===== src/rtl/op_link_pkg.sv =====
// Shared definitions for the traveler operate link.
//   OP_TAG        : value of byte[1:0] that marks an operate byte
//   OP_GET..THROW : one-hot 5-bit operate codes carried in byte[6:2]
//   OP_IGNORE     : all-zero code, a keep-alive that carries no command
//   op_byte_t     : field layout of a received link byte
//   rx_state_e    : receiver FSM states
package op_link_pkg;

  localparam int unsigned OP_CODE_W = 5;
  localparam int unsigned OP_BYTE_W = 8;

  localparam logic [1:0]           OP_TAG      = 2'b10;
  localparam logic [OP_CODE_W-1:0] OP_GET      = 5'b00001;
  localparam logic [OP_CODE_W-1:0] OP_PUT      = 5'b00010;
  localparam logic [OP_CODE_W-1:0] OP_INTERACT = 5'b00100;
  localparam logic [OP_CODE_W-1:0] OP_MOVE     = 5'b01000;
  localparam logic [OP_CODE_W-1:0] OP_THROW    = 5'b10000;
  localparam logic [OP_CODE_W-1:0] OP_IGNORE   = 5'b00000;

  typedef struct packed {
    logic                 spare;  // not interpreted by the receiver
    logic [OP_CODE_W-1:0] code;
    logic [1:0]           tag;
  } op_byte_t;

  typedef enum logic [2:0] {
    WAIT_IDLE = 3'd0,
    IDLE      = 3'd1,
    START     = 3'd2,
    DATA      = 3'd3,
    STOP      = 3'd4
  } rx_state_e;

  // True only for the five legal single-command codes.
  function automatic logic is_op_code(input logic [OP_CODE_W-1:0] code);
    case (code)
      OP_GET, OP_PUT, OP_INTERACT, OP_MOVE, OP_THROW: return 1'b1;
      default:                                        return 1'b0;
    endcase
  endfunction

endpackage


===== src/rtl/op_frame_receiver_if.sv =====
// Receiver-side link bundle.
//   rx         : serial line into the receiver (idle high)
//   rx_byte    : last good byte
//   byte_valid : rx_byte updated this cycle
//   op_valid   : op_code holds a fresh command this cycle
//   op_code    : one-hot command, held between pulses
//   op_err     : tagged byte with a multi-hot code
//   frame_err  : stop bit sampled low
//   busy       : frame in progress
// master: the receiver; slave: the serial source / command consumer.
interface op_frame_receiver_if;
  import op_link_pkg::*;

  logic                 rx;
  logic [OP_BYTE_W-1:0] rx_byte;
  logic                 byte_valid;
  logic                 op_valid;
  logic [OP_CODE_W-1:0] op_code;
  logic                 op_err;
  logic                 frame_err;
  logic                 busy;

  modport master (
    input  rx,
    output rx_byte, byte_valid, op_valid, op_code, op_err, frame_err, busy
  );

  modport slave (
    output rx,
    input  rx_byte, byte_valid, op_valid, op_code, op_err, frame_err, busy
  );

endinterface


===== src/rtl/uart_rx_core.sv =====
// 8N1 UART deserialiser with 2-flop input synchroniser.
//   uart_clk, rst     : clock (OVERSAMPLE x baud), synchronous active-high reset
//   rx_i              : asynchronous serial line
//   byte_o            : shift register contents (complete when byte_strobe_c_o is high)
//   byte_strobe_c_o   : stop bit sampled high this cycle (combinational)
//   frame_err_c_o     : stop bit sampled low this cycle (combinational)
//   busy_o            : registered, validated start bit through end of stop bit
module uart_rx_core
  import op_link_pkg::*;
#(
  parameter int unsigned OVERSAMPLE = 16
) (
  input  logic                 uart_clk,
  input  logic                 rst,
  input  logic                 rx_i,
  output logic [OP_BYTE_W-1:0] byte_o,
  output logic                 byte_strobe_c_o,
  output logic                 frame_err_c_o,
  output logic                 busy_o
);

  localparam int unsigned CNT_W = $clog2(OVERSAMPLE);

  logic                 rx_meta_q;
  logic                 rx_sync_q;
  rx_state_e            state_q;
  logic [CNT_W-1:0]     cnt_q;
  logic [2:0]           bit_idx_q;
  logic [OP_BYTE_W-1:0] shift_q;
  logic                 busy_q;
  logic                 cnt_last;
  logic                 cnt_half;
  logic                 stop_sample;

  assign cnt_last    = (cnt_q == CNT_W'(OVERSAMPLE - 1));
  assign cnt_half    = (cnt_q == CNT_W'(OVERSAMPLE / 2 - 1));
  assign stop_sample = (state_q == STOP) && cnt_last;

  // Synchroniser, sample counter and receive FSM.
  // Sync flops reset low so a line held low through reset never looks like a start bit.
  always_ff @(posedge uart_clk) begin
    if (rst) begin
      rx_meta_q <= 1'b0;
      rx_sync_q <= 1'b0;
      state_q   <= WAIT_IDLE;
      cnt_q     <= '0;
      bit_idx_q <= '0;
      shift_q   <= '0;
      busy_q    <= 1'b0;
    end else begin
      rx_meta_q <= rx_i;
      rx_sync_q <= rx_meta_q;
      cnt_q     <= cnt_last ? '0 : cnt_q + CNT_W'(1);
      case (state_q)
        WAIT_IDLE: begin
          if (rx_sync_q) state_q <= IDLE;
        end
        IDLE: begin
          cnt_q <= '0;
          if (!rx_sync_q) state_q <= START;
        end
        START: begin
          // Mid-start-bit recheck rejects short glitches.
          if (cnt_half) begin
            cnt_q <= '0;
            if (rx_sync_q) begin
              state_q <= IDLE;
            end else begin
              state_q   <= DATA;
              bit_idx_q <= '0;
              busy_q    <= 1'b1;
            end
          end
        end
        DATA: begin
          // Counter is re-phased to the bit centre, so the wrap point is mid-bit.
          if (cnt_last) begin
            shift_q   <= {rx_sync_q, shift_q[OP_BYTE_W-1:1]};
            bit_idx_q <= bit_idx_q + 3'd1;
            if (bit_idx_q == 3'd7) state_q <= STOP;
          end
        end
        STOP: begin
          if (cnt_last) begin
            busy_q  <= 1'b0;
            state_q <= rx_sync_q ? IDLE : WAIT_IDLE;
          end
        end
        default: state_q <= WAIT_IDLE;
      endcase
    end
  end

  assign byte_o          = shift_q;
  assign byte_strobe_c_o = stop_sample && rx_sync_q;
  assign frame_err_c_o   = stop_sample && !rx_sync_q;
  assign busy_o          = busy_q;

endmodule


===== src/rtl/op_frame_receiver.sv =====
// UART receive end of the traveler operate link: deserialises 8N1 frames and
// decodes tagged bytes into single-cycle one-hot operate command pulses.
//   uart_clk, rst : clock (OVERSAMPLE x baud), synchronous active-high reset
//   bus (master)  : rx in; rx_byte, byte_valid, op_valid, op_code, op_err,
//                   frame_err, busy out (all registered)
// Build option OP_RX_CHANGE_ONLY_EN: op_valid only fires when the one-hot code
// differs from the last accepted one; an IGNORE byte or reset clears that memory.
module op_frame_receiver
  import op_link_pkg::*;
#(
  parameter int unsigned OVERSAMPLE = 16
) (
  input  logic                uart_clk,
  input  logic                rst,
  op_frame_receiver_if.master bus
);

  logic [OP_BYTE_W-1:0] core_byte;
  logic                 core_strobe_c;
  logic                 core_ferr_c;
  logic                 core_busy;

  uart_rx_core #(
    .OVERSAMPLE (OVERSAMPLE)
  ) u_core (
    .uart_clk        (uart_clk),
    .rst             (rst),
    .rx_i            (bus.rx),
    .byte_o          (core_byte),
    .byte_strobe_c_o (core_strobe_c),
    .frame_err_c_o   (core_ferr_c),
    .busy_o          (core_busy)
  );

  op_byte_t             rx_word_c;
  logic                 tagged_c;
  logic                 onehot_c;
  logic                 fire_c;
  logic                 op_valid_d;
  logic                 op_err_d;

  logic [OP_BYTE_W-1:0] rx_byte_q;
  logic                 byte_valid_q;
  logic                 op_valid_q;
  logic [OP_CODE_W-1:0] op_code_q;
  logic                 op_err_q;
  logic                 frame_err_q;

  assign rx_word_c = op_byte_t'(core_byte);
  assign tagged_c  = (rx_word_c.tag == OP_TAG);
  assign onehot_c  = is_op_code(rx_word_c.code);

`ifdef OP_RX_CHANGE_ONLY_EN
  logic [OP_CODE_W-1:0] last_code_q;

  assign fire_c = onehot_c && (rx_word_c.code != last_code_q);

  // Remember the last command; an IGNORE byte re-arms repeats of the same command.
  always_ff @(posedge uart_clk) begin
    if (rst) begin
      last_code_q <= OP_IGNORE;
    end else if (core_strobe_c && tagged_c) begin
      if (onehot_c) begin
        last_code_q <= rx_word_c.code;
      end else if (rx_word_c.code == OP_IGNORE) begin
        last_code_q <= OP_IGNORE;
      end
    end
  end
`else
  assign fire_c = onehot_c;
`endif

  assign op_valid_d = core_strobe_c && tagged_c && fire_c;
  assign op_err_d   = core_strobe_c && tagged_c && !onehot_c
                      && (rx_word_c.code != OP_IGNORE);

  // Output registers; rx_byte and op_code hold between pulses.
  always_ff @(posedge uart_clk) begin
    if (rst) begin
      rx_byte_q    <= '0;
      byte_valid_q <= 1'b0;
      op_valid_q   <= 1'b0;
      op_code_q    <= OP_IGNORE;
      op_err_q     <= 1'b0;
      frame_err_q  <= 1'b0;
    end else begin
      byte_valid_q <= core_strobe_c;
      op_valid_q   <= op_valid_d;
      op_err_q     <= op_err_d;
      frame_err_q  <= core_ferr_c;
      if (core_strobe_c) rx_byte_q <= rx_word_c;
      if (op_valid_d)    op_code_q <= rx_word_c.code;
    end
  end

  assign bus.rx_byte    = rx_byte_q;
  assign bus.byte_valid = byte_valid_q;
  assign bus.op_valid   = op_valid_q;
  assign bus.op_code    = op_code_q;
  assign bus.op_err     = op_err_q;
  assign bus.frame_err  = frame_err_q;
  assign bus.busy       = core_busy;

endmodule


===== src/flat_wrapper.sv =====
// flat-port wrapper written by rule: the top's interface ports become plain ports
module op_frame_receiver_flat import op_link_pkg::*;
#(
  parameter int unsigned OVERSAMPLE = 16
)
  (uart_clk, rst, bus_rx, bus_rx_byte, bus_byte_valid, bus_op_valid, bus_op_code, bus_op_err, bus_frame_err, bus_busy);
  op_frame_receiver_if bus_i ();
  input  logic uart_clk;
  input  logic rst;
  input wire logic [$bits(bus_i.rx)-1:0] bus_rx;
  output wire logic [$bits(bus_i.rx_byte)-1:0] bus_rx_byte;
  output wire logic [$bits(bus_i.byte_valid)-1:0] bus_byte_valid;
  output wire logic [$bits(bus_i.op_valid)-1:0] bus_op_valid;
  output wire logic [$bits(bus_i.op_code)-1:0] bus_op_code;
  output wire logic [$bits(bus_i.op_err)-1:0] bus_op_err;
  output wire logic [$bits(bus_i.frame_err)-1:0] bus_frame_err;
  output wire logic [$bits(bus_i.busy)-1:0] bus_busy;
  assign bus_i.rx = bus_rx;
  assign bus_rx_byte = bus_i.rx_byte;
  assign bus_byte_valid = bus_i.byte_valid;
  assign bus_op_valid = bus_i.op_valid;
  assign bus_op_code = bus_i.op_code;
  assign bus_op_err = bus_i.op_err;
  assign bus_frame_err = bus_i.frame_err;
  assign bus_busy = bus_i.busy;
  op_frame_receiver #(.OVERSAMPLE(OVERSAMPLE)) u_core (.uart_clk(uart_clk), .rst(rst), .bus(bus_i));
endmodule

===== config.mk =====
export PLATFORM = sky130hd
export DESIGN_NAME = op_frame_receiver_flat
export DESIGN_NICKNAME = d
export VERILOG_FILES = /design/src/rtl/op_link_pkg.sv /design/src/rtl/op_frame_receiver_if.sv /design/src/rtl/uart_rx_core.sv /design/src/rtl/op_frame_receiver.sv /design/src/flat_wrapper.sv
export SDC_FILE = /design/constraint.sdc
export NUM_CORES = 1
export LEC_CHECK = 0
export ABC_AREA = 1
export CORE_UTILIZATION = 50
export CTS_CLUSTER_DIAMETER = 120
export DETAILED_ROUTE_END_ITERATION = 16
export PLACE_DENSITY = 0.73
export SYNTH_ARGS = -nofsm -noshare
export SYNTH_HDL_FRONTEND = slang
export SYNTH_SLANG_ARGS = --single-unit

===== constraint.sdc =====
create_clock -name uart_clk -period 1.6 [get_ports uart_clk]
set_input_delay 0.48 -clock uart_clk [delete_from_list [all_inputs] [get_ports uart_clk]]
set_output_delay 0.48 -clock uart_clk [all_outputs]
set_load 0.005 [all_outputs]

==> flow_metrics.py, run 1 <==
metrics = {
    "die": {
        "die_w_um": 58.6,
        "die_area_mm2": 0.00343,
        "core_area_mm2": 0.00305,
        "die_h_um": 58.6,
        "initial_core_util": 0.524,
        "rows": 20,
        "io-pin-count": 21,
    },
    "setup_path": {
        "slowest_stage": "dfxtp_2",
        "arrival_ns": 1.76,
        "path_class": "register to register",
        "crit_fanout": 15,
        "crit_chain": "ha_2 -> nand2_2 -> nor2_4 -> inv_4 -> nor2_4 -> buf_4 -> nand2_1 -> a21oi_1",
        "worst_ep_required_time_ns": 1.87,
        "cp-end-kind": "register",
        "worst_setup_path_start_kind": "register",
        "cpPeakStageDelay_ns": 0.35,
        "cp_common_cell": "nor2_4",
    },
    "worst_hold_path": {
        "hold_class": "register to register",
    },
    "clock_network": {
        "cts-hold-fix-buffers": 0,
        "cts_sinks": 38,
        "insertion_delay_ns": 0.35,
        "h-tree-depth": 2,
        "ctsRootBufferMaster": "clkbuf_4",
        "clk_transition_reported_paths_ns": 0.10,
        "cts_max_path_buffers": 2,
        "cts_tree": "done",
        "cts_buffers": 5,
    },
    "final_layout": {
        "layout_common_cells": "32 x nand2_1, 27 x a21oi_1, 21 x dfxtp_1, 18 x inv_1, 18 x dlygate4sd2_1",
        "nFillCells": 297,
        "n_antenna_cell": 0,
        "postLayoutCellArea_mm2": 0.00194,
        "layout_commonest_cell": "nand2_1",
        "drive_gt1_frac": 0.229,
        "area_delta_synth_final_pct": 21.4,
        "nNetsFinal": 236,
        "fin_cells": 275,
    },
    "power_and_ir_drop": {
        "pwr-share-comb": 0.281,
        "p_per_area_mw_per_mm2": 1150,
        "vdd_drop_max_uv": 792,
        "power_frac_clock": 0.235,
        "pwr-share-seq": 0.483,
        "p_int_mw": 1.48,
        "swShare": 0.341,
        "leakage_nw": 0.872,
        "p_sw_uw": 765,
    },
    "grt": {
        "grt_pass1_vias": 1277,
        "track_usage": 0.210,
        "antenna_found_initial": 0,
        "grt_max_degree": 23,
        "grt_pass1_wl_um": 5360,
        "grt_overflow": 0,
    },
    "placed_design": {
        "numPortBuffers": 20,
        "dpl_worst_slack_ns": 0.108,
        "postPlaceCellArea_mm2": 0.00185,
        "gp_congestion": 0.786,
        "dp_hpwl_um": 2280,
        "dp_cells": 264,
    },
    "detailed_routing": {
        "drtPass1Iterations": 4,
        "drcViolationCount": 0,
        "drtIter0Drc": 36,
        "drt-total-wl_um": 3210,
        "vias": 1397,
        "wire_per_inst_um": 11.7,
        "detail-route-antenna-nets": 0,
        "vias_per_cell": 5.08,
    },
    "synth": {
        "ys_seq_area_frac": 0.476,
        "synth_top_area_share": 0.476,
        "ys_warn_count": 0,
        "yosys.cell_types.count": 25,
        "syn-num-nets": 209,
        "synth.area.top_cells": "dfxtp_1 48%, a21oi_1 8.5%, nand2_1 7.5%",
        "synth_area_mm2": 0.00160,
        "avgSynthCellArea_um2": 7.88,
        "ys_ff_latch": 38,
        "synth_top_cell_by_area": "dfxtp_1",
        "synthFlopType": "dfxtp_1",
        "synth_edf_count": 0,
        "synth_cells": 203,
        "synthArstFlopShare": 0,
    },
    "sta": {
        "max_slew_margin": 0.775,
        "fmaxAchievable_ghz": 0.672,
        "finalSetupTns_ns": 0,
        "tightest_slew_ns": 0.336,
        "finalSetupViolCount": 0,
        "slew_violations": 0,
        "setup_slack_ns": 0.112,
        "hold_violations": 0,
        "hold-worst-slack_ns": 0.416,
        "worst_clock_skew_ns": 0.00856,
        "rsz0062_at_grt": "no",
        "fin_crit_ns": 1.49,
        "layout_worst_path_cycle_share": 0.930,
    },
    "flow_run": {
        "cap_violations": 0,
    },
    "run_status": {
        "status": "complete, no violations",
    },
}
-- critical path: cells and delay by family (launching register included) --
| family | cells | cell delay [ns] |
|---|---|---|
| compound gates | 1 | 0.18 |
| simple gates | 4 | 0.46 |
| buf+inv | 2 | 0.26 |
| fa+ha+maj | 1 | 0.18 |
| flops | 1 | 0.35 |
-- synthesized netlist by cell type, types with 2 or more instances --
master,number
nor3_1,3
nor2_4,5
clkbuf_1,4
buf_6,2
inv_2,6
nor2_1,17
o21ai_0,13
a21oi_1,27
nand4_1,3
nand2_2,4
nand2_1,32
inv_1,18
o21ai_1,3
dfxtp_1,38
nor2_2,2
ha_1,3
nand3_1,15
-- registers in the layout, summed over array words and instances, names as in the netlist --
name / count
u_core.bus.op_err: 1
u_core.bus.byte_valid: 1
u_core.u_core.rx_sync_q: 1
u_core.bus.op_valid: 1
u_core.bus.op_code: 5
u_core.u_core.cnt_q: 4
u_core.bus.frame_err: 1
u_core.bus.rx_byte: 8
u_core.u_core.bit_idx_q: 3
u_core.u_core.state_q: 3
u_core.u_core.busy_o: 1
u_core.u_core.byte_o: 8
u_core.u_core.rx_meta_q: 1
-- cell type report --
| cell class | count | area [um^2] | area share |
|---|---|---|---|
| timing repair buffer | 26 | 235 | 0.121 |
| inverter | 25 | 97.6 | 0.0503 |
| multi-input combinational | 134 | 711 | 0.366 |
| sequential | 38 | 782 | 0.403 |
| clock inverter | 1 | 5.00 | 0.00258 |
| tap | 44 | 55.1 | 0.0284 |
| clock buffer | 7 | 55.1 | 0.0284 |
-- routing by layer --
layer  vias to the layer above  GRT usage  part of all wire
li1                        720          -                 -
met1                       639      0.269              0.49
met2                        28      0.319              0.45
met3                        10     0.0484             0.036
met4                         0      0.136             0.026
met5                         -          0                 0
-- path summary, 6_finish.rpt --
| check | from | slack, ns | cells after the start | endpoint |
|---|---|---|---|---|
| setup / recovery | u_core.u_core.cnt_q[0] | 0.11 | 8 | u_core.u_core.bit_idx_q[1] |
| hold / removal | u_core.u_core.rx_meta_q | 0.42 | 2 | u_core.u_core.rx_sync_q |
| setup reg to reg | u_core.u_core.cnt_q[0] | 0.11 | 8 | u_core.u_core.bit_idx_q[1] |
| hold reg to reg | u_core.u_core.rx_meta_q | 0.42 | 2 | u_core.u_core.rx_sync_q |
-- stage by stage --
step | util | power [mW]
after global placement | 0.607 | 1.68
after detailed placement | 0.607 | 1.70
final | 0.636 | 2.24
after global routing | 0.636 | 2.39
after CTS | 0.630 | 2.22
after floorplan | - | 1.60
-- cell families after synthesis --
kind of cell,synth area share
flip-flops,0.476
buffers and inverters,0.0829
XOR/XNOR,0.00548
AND/OR/NAND/NOR,0.264
adder cells (fa/ha/maj),0.0235
AO/OA/AOI/OAI,0.149
-- timing repair --
item | in CTS | in global routing
setup buffers | 2 | 1
pin swaps | 0 | 2
cloned | 0 | 0
endpoints found under the setup margin | 18 | 9
gates resized for setup | 33 | 5
-- power groups by stage --
stage | sequential, mW | combinational (mW) | clock [mW]
2_1_floorplan | 1.09 | 0.512 | 0
3_3_place_gp | 1.10 | 0.584 | 0
3_5_place_dp | 1.10 | 0.602 | 0
4_1_cts | 1.08 | 0.605 | 0.536
5_1_grt | 1.09 | 0.724 | 0.573
6_report | 1.08 | 0.630 | 0.527
Power figures use the tool's default switching activity.
==> run 2, diff against run 1 <==
--- a/config.mk
+++ b/config.mk
@@ -7,7 +7,6 @@
 export LEC_CHECK = 0
 export ABC_AREA = 1
 export CORE_UTILIZATION = 50
-export CTS_CLUSTER_DIAMETER = 120
 export DETAILED_ROUTE_END_ITERATION = 16
 export PLACE_DENSITY = 0.73
 export SYNTH_ARGS = -nofsm -noshare
==> results of run 2 <==
Same layout as run 1: the final DEF is identical, and so are final timing and power.
